[config.mk]
export PLATFORM = sky130hd
export DESIGN_NAME = gray_bin_pipe_flat
export DESIGN_NICKNAME = d
export VERILOG_FILES = /design/src/rtl/gray_bin_pipe_pkg.sv /design/src/rtl/gray_bin_pipe_if.sv /design/src/rtl/gray_bin_stage.sv /design/src/rtl/gray_bin_pipe.sv /design/src/flat_wrapper.sv
export SDC_FILE = /design/constraint.sdc
export NUM_CORES = 1
export LEC_CHECK = 0
export CAP_MARGIN = 5
export CORE_ASPECT_RATIO = 1.1
export CORE_MARGIN = 1
export CORE_UTILIZATION = 59
export DETAILED_ROUTE_END_ITERATION = 8
export DONT_BUFFER_PORTS = 1
export GPL_TIMING_DRIVEN = 0
export PLACE_DENSITY = 0.75
export SYNTH_ARGS = -nofsm -noshare
export SYNTH_HDL_FRONTEND = slang
export SYNTH_HIERARCHICAL = 1
export SYNTH_SLANG_ARGS = --single-unit
export TNS_END_PERCENT = 50
[constraint.sdc]
create_clock -name clk -period 2.15 [get_ports clk]
set_input_delay 0.43 -clock clk [delete_from_list [all_inputs] [get_ports clk]]
set_output_delay 0.43 -clock clk [all_outputs]
set_load 0.03 [all_outputs]
[src/rtl/gray_bin_pipe_pkg.sv]
// rtl/gray_bin_pipe_pkg.sv - shared mode constants and chunk-size helper for Gray converters
package gray_pkg;

    localparam logic MODE_G2B = 1'b0;
    localparam logic MODE_B2G = 1'b1;

    // Ceil division: bits resolved per pipeline stage.
    function automatic int chunk_f(input int width, input int stages);
        return (width + stages - 1) / stages;
    endfunction

endpackage

[src/rtl/gray_bin_pipe_if.sv]
// rtl/gray_bin_pipe_if.sv - input/output handshake bundle for the Gray/binary converter
interface gray_bin_pipe_if #(
    parameter int WIDTH = 8
) ();
    logic             in_valid;
    logic             in_ready;
    logic [WIDTH-1:0] in_data;
    logic             in_mode;
    logic             out_valid;
    logic             out_ready;
    logic [WIDTH-1:0] out_data;
    logic             out_mode;

    modport master (
        output in_valid, in_data, in_mode, out_ready,
        input  in_ready, out_valid, out_data, out_mode
    );

    modport slave (
        input  in_valid, in_data, in_mode, out_ready,
        output in_ready, out_valid, out_data, out_mode
    );
endinterface

[src/rtl/gray_bin_stage.sv]
// rtl/gray_bin_stage.sv - one pipeline stage: resolves Gray bits [HI:LO] and registers the word
module gray_bin_stage
    import gray_pkg::*;
#(
    parameter int WIDTH = 8,
    parameter int HI    = 7,
    parameter int LO    = 0
) (
    input  logic             clk,
    input  logic             rst_n,
    input  logic             in_valid,
    input  logic [WIDTH-1:0] in_data,
    input  logic             in_mode,
    input  logic             out_ready,
    output logic             out_valid,
    output logic [WIDTH-1:0] out_data,
    output logic             out_mode
);
    localparam bit FIRST = (HI == WIDTH - 1);

    logic [WIDTH:0]   ext;
    logic [WIDTH-1:0] resolved;
    logic             load;
    logic             valid_d, valid_q;
    logic [WIDTH-1:0] data_d, data_q;
    logic             mode_d, mode_q;

    // Zero pad above the MSB is the carry-in for the first stage; later stages
    // read the bit just above HI, already resolved upstream.
    always_comb begin
        ext = {1'b0, in_data};
        if (FIRST && in_mode == MODE_B2G) begin
            ext = {1'b0, in_data ^ (in_data >> 1)};
        end else if (in_mode == MODE_G2B) begin
            for (int i = WIDTH - 1; i >= 0; i--) begin
                if (i <= HI && i >= LO) begin
                    ext[i] = ext[i+1] ^ ext[i];
                end
            end
        end
        resolved = ext[WIDTH-1:0];
    end

    assign load = !valid_q || out_ready;

    always_comb begin
        valid_d = valid_q;
        data_d  = data_q;
        mode_d  = mode_q;
        if (load) begin
            valid_d = in_valid;
            if (in_valid) begin
                data_d = resolved;
                mode_d = in_mode;
            end
        end
    end

    always_ff @(posedge clk or negedge rst_n) begin
        if (!rst_n) begin
            valid_q <= 1'b0;
            data_q  <= '0;
            mode_q  <= 1'b0;
        end else begin
            valid_q <= valid_d;
            data_q  <= data_d;
            mode_q  <= mode_d;
        end
    end

    assign out_valid = valid_q;
    assign out_data  = data_q;
    assign out_mode  = mode_q;

endmodule

[src/rtl/gray_bin_pipe.sv]
// rtl/gray_bin_pipe.sv - pipelined Gray<->binary converter with valid/ready on both sides
module gray_bin_pipe
    import gray_pkg::*;
#(
    parameter int WIDTH  = 8,
    parameter int STAGES = 2
) (
    input  logic           clk,
    input  logic           rst_n,
    gray_bin_pipe_if.slave bus
);
    localparam int CHUNK = chunk_f(WIDTH, STAGES);

    logic [STAGES-1:0] stage_valid;
    logic [STAGES-1:0] stage_mode;
    logic [WIDTH-1:0]  stage_data [STAGES];
    logic [STAGES:0]   stage_ready;

    // Stage s may load when any stage from s onward is empty or the output drains;
    // written out flat so the ready chain has no self-referencing vector.
    always_comb begin
        stage_ready         = '0;
        stage_ready[STAGES] = bus.out_ready;
        for (int s = 0; s < STAGES; s++) begin
            stage_ready[s] = bus.out_ready;
            for (int k = s; k < STAGES; k++) begin
                if (!stage_valid[k]) begin
                    stage_ready[s] = 1'b1;
                end
            end
        end
    end

    for (genvar s = 0; s < STAGES; s++) begin : g_stage
        localparam int HI = WIDTH - 1 - s * CHUNK;
        localparam int LO = (WIDTH - (s + 1) * CHUNK > 0) ? WIDTH - (s + 1) * CHUNK : 0;

        logic             in_valid_s;
        logic [WIDTH-1:0] in_data_s;
        logic             in_mode_s;

        if (s == 0) begin : g_head
            assign in_valid_s = bus.in_valid;
            assign in_data_s  = bus.in_data;
            assign in_mode_s  = bus.in_mode;
        end else begin : g_body
            assign in_valid_s = stage_valid[s-1];
            assign in_data_s  = stage_data[s-1];
            assign in_mode_s  = stage_mode[s-1];
        end

        gray_bin_stage #(
            .WIDTH (WIDTH),
            .HI    (HI),
            .LO    (LO)
        ) u_stage (
            .clk       (clk),
            .rst_n     (rst_n),
            .in_valid  (in_valid_s),
            .in_data   (in_data_s),
            .in_mode   (in_mode_s),
            .out_ready (stage_ready[s+1]),
            .out_valid (stage_valid[s]),
            .out_data  (stage_data[s]),
            .out_mode  (stage_mode[s])
        );
    end

    assign bus.in_ready  = stage_ready[0];
    assign bus.out_valid = stage_valid[STAGES-1];
    assign bus.out_data  = stage_data[STAGES-1];
    assign bus.out_mode  = stage_mode[STAGES-1];

endmodule

[src/flat_wrapper.sv]
// flat-port wrapper written by rule: the top's interface ports become plain ports
module gray_bin_pipe_flat import gray_pkg::*;
#(
    parameter int WIDTH  = 8,
    parameter int STAGES = 2
)
  (clk, rst_n, bus_in_valid, bus_in_data, bus_in_mode, bus_out_ready, bus_in_ready, bus_out_valid, bus_out_data, bus_out_mode);
  gray_bin_pipe_if #(.WIDTH(WIDTH)) bus_i ();
  input  logic clk;
  input  logic rst_n;
  input wire logic [$bits(bus_i.in_valid)-1:0] bus_in_valid;
  input wire logic [$bits(bus_i.in_data)-1:0] bus_in_data;
  input wire logic [$bits(bus_i.in_mode)-1:0] bus_in_mode;
  input wire logic [$bits(bus_i.out_ready)-1:0] bus_out_ready;
  output wire logic [$bits(bus_i.in_ready)-1:0] bus_in_ready;
  output wire logic [$bits(bus_i.out_valid)-1:0] bus_out_valid;
  output wire logic [$bits(bus_i.out_data)-1:0] bus_out_data;
  output wire logic [$bits(bus_i.out_mode)-1:0] bus_out_mode;
  assign bus_i.in_valid = bus_in_valid;
  assign bus_i.in_data = bus_in_data;
  assign bus_i.in_mode = bus_in_mode;
  assign bus_i.out_ready = bus_out_ready;
  assign bus_in_ready = bus_i.in_ready;
  assign bus_out_valid = bus_i.out_valid;
  assign bus_out_data = bus_i.out_data;
  assign bus_out_mode = bus_i.out_mode;
  gray_bin_pipe #(.WIDTH(WIDTH), .STAGES(STAGES)) u_core (.clk(clk), .rst_n(rst_n), .bus(bus_i));
endmodule
==> metrics.md <==
| Metric | Value |
|---|---|
| Top-count cell post-synth | dfrtp_1 |
| RePlAce Congestion | 0.633 |
| Remaining global-route overflow | 0 |
| Yosys warning total | 6 |
| Maximum VDD drop | 0.571 mV |
| Pre-Repair DR Iteration Count | 2 |
| Die Y | 44.5 um |
| Layout cell share with drive strength beyond 1 | 26.2% |
| Fin crit share | 81.4% |
| CP max FO | 10 |
| Hold Crit Class | in -> reg |
| Relative slew margins | 41.9% |
| Worst-Skew Late Latency | 290 ps |
| Vias/cell | 5.76 |
| Clk buf depth | 2 |
| Clock Skew | 1.15 ps |
| Top cell type's share of synthesized area | 51.7% |
| Max Freq | 0.572 GHz |
| Sequential area share after synthesis | 51.7% |
| Outcome | finished clean |
| Row count | 14 |
| CTS clk-pin slew, worst paths | 110 ps |
| Final hold violations | 0 |
| Worst Setup Start Kind | register |
| Seq cells post-synth | 20 |
| Final Util | 71.2% |
| Synth area leaders | dfrtp_1 52%, mux2_2 15%, xnor2_1 9.0% |
| Full die area | 0.00181 mm^2 |
| Final-layout fill cell count | 120 |
| Arr. time, crit path | 1940 ps |
| Crit-path cells | nand2b_1, nand2_1, clkbuf_1, mux2_2 |
| Synth Flop Type | dfrtp_1 |
| Crit path time final | 1750 ps |
| CTS buffer count | 3 |
| Synthesized area per cell | 12.3 um^2 |
| Setup violators final | 0 |
| CTS root buffer | clkbuf_4 |
| Initial Util | 66.6% |
| WL per Instance | 13.7 um |
| Slew Viols, Final | 0 |
| Vias in the first global route | 540 |
| CP top delay family | flip-flops |
| Port bufs | 0 |
| Final Instance Area | 0.00103 mm^2 |
| Syn Nets | 92 |
| Post-CTS Hold Fix Bufs | 1 |
| EDFF count, synth | 0 |
| Synth area leader | dfrtp_1 |
| ANT cells | 0 |
| Largest net degree at the start of global routing | 21 |
| WP buf/inv | 1 |
| H-tree levels | 1 |
| Post-CTS Setup Inserts | 0 |
| DP Area | 988 um^2 |
| Final wirelength | 1370 um |
| Pwr per Cell Area | 1060 mW/mm^2 |
| Setup tns final | 0 ps |
| Delay of the slowest critical-path stage | 560 ps |
| ANT nets after route | 0 |
| Remaining DRCs | 0 |
| Die width | 40.6 um |
| Leak | 0.446 nW |
| Critical path class | reg -> reg |
| RSZ-0062 raised after global routing | false |
| I/O Pins | 24 |
| Asr flop ratio synth | 100% |
| Post-synth cell types | 22 |
| Synth top cells by count | 20 x dfrtp_1, 13 x mux2_2, 10 x xnor2_1 |
| Slowest stage cell, crit path | dfrtp_1 |
| Core region area | 0.00145 mm^2 |
| First-pass GRT wire length | 2090 um |
| Area Overhead vs Synth | 6.85% |
| CTS resizes | 0 |
| Worst Tran Pin Value | 868 ps |
| Drt initial violations | 4 |
| Clock sinks | 20 |
| Total track usage | 17.7% |
| Post-DP HPWL | 1060 um |
| CTS tree | built |
| Net count, final | 98 |
| Routed vias | 576 |
| Max-Cap Viols | 0 |
| Initial antenna violation count | 0 |
| CP Data Required Time | 2340 ps |
| Cell count after synthesis | 79 |
| Critical Path Sink Type | register |
| Syn Std Cell Area | 968 um^2 |
[per-layer routing]
metal / up-vias / wire, um / track usage, %
met3: 2 / 55 / 3.52
met5: - / 0 / 0
met2: 19 / 669 / 28.9
met4: 0 / 9 / 10.0
met1: 276 / 630 / 20.8
li1: 279 / - / -
[logic make-up after synthesis]
kind of cell	after synthesis	synth area share, %
flops	20	51.7
mux	13	15.1
compound gates	7	5.30
xor+xnor	14	14.2
simple gates	23	12.9
buf+inv	2	0.774
[through the flow]
step | instances | hold WS [ps] | worst slack [ps] | power, mW
4_1_cts | 100 | 232 | 387 | 1.11
6_report | 100 | 239 | 401 | 1.10
3_3_place_gp | 95 | 135 | 426 | 0.882
3_5_place_dp | 95 | 135 | 405 | 0.897
5_1_grt | 100 | 228 | 254 | 1.16
2_1_floorplan | 79 | 134 | 607 | 0.852
[layout by cell type, fill, tap and decap left out]
cell type | netlist | layout
xor2_1 | 3 | 3
o31ai_2 | 1 | 1
clkbuf_1 | 1 | 1
clkbuf_8 | 0 | 1
o2111ai_1 | 1 | 1
clkbuf_4 | 0 | 3
nand2_1 | 9 | 9
nand3_1 | 1 | 1
nor2_1 | 2 | 2
dlygate4sd3_1 | 0 | 1
xnor2_1 | 10 | 10
nand2b_4 | 1 | 1
o21ai_0 | 3 | 3
dfrtp_1 | 20 | 20
a21oi_1 | 1 | 1
and3_1 | 1 | 1
or4_1 | 1 | 1
a21bo_2 | 1 | 1
inv_1 | 1 | 1
xnor3_2 | 1 | 1
nand2_2 | 1 | 1
nand3b_1 | 1 | 1
nand2b_1 | 4 | 4
mux2_2 | 13 | 13
nor2b_1 | 2 | 2
[area by class of cell]
cell class              count  area (um^2)  share of cell area (%)
plain buffers               1         3.75                   0.363
clock buffers               4         36.3                    3.51
inverters                   1         3.75                   0.363
multi-input cells          57          460                    44.5
flip-flops and latches     20          500                    48.4
well taps                  16         20.0                    1.93
repair buffers              1         10.0                   0.967
[power breakdown]
part / switching, mW / leakage [nW] / internal (mW)
logic: 0.0907 / 0.191 / 0.134
registers: 0.196 / 0.235 / 0.469
clock network: 0.108 / 0.0210 / 0.103
total: 0.395 / 0.446 / 0.706
[final timing paths]
kind,start,cells after the start,endpoint,slack (ps)
worst max-delay path,u_core/g_stage[1].u_stage/out_valid,4,u_core/g_stage[1].u_stage/out_data[5],400
worst min-delay path,bus_in_valid,1,u_core/g_stage[0].u_stage/out_valid,240
worst max register to register,u_core/g_stage[1].u_stage/out_valid,4,u_core/g_stage[1].u_stage/out_data[5],400
worst min register to register,u_core/g_stage[0].u_stage/out_data[6],1,u_core/g_stage[0].u_stage/out_data[6],510
max in group asynchronous,rst_n,1,u_core/g_stage[1].u_stage/out_data[7],930
min in group asynchronous,rst_n,1,u_core/g_stage[1].u_stage/out_mode,690
[flip-flops by register name, indices dropped and copies added (netlist names)]
register and cells:
u_core/g_stage.u_stage/out_valid 2, u_core/g_stage.u_stage/out_mode 2, u_core/g_stage.u_stage/out_data 16
No activity file was read; power rests on OpenSTA's default activity.
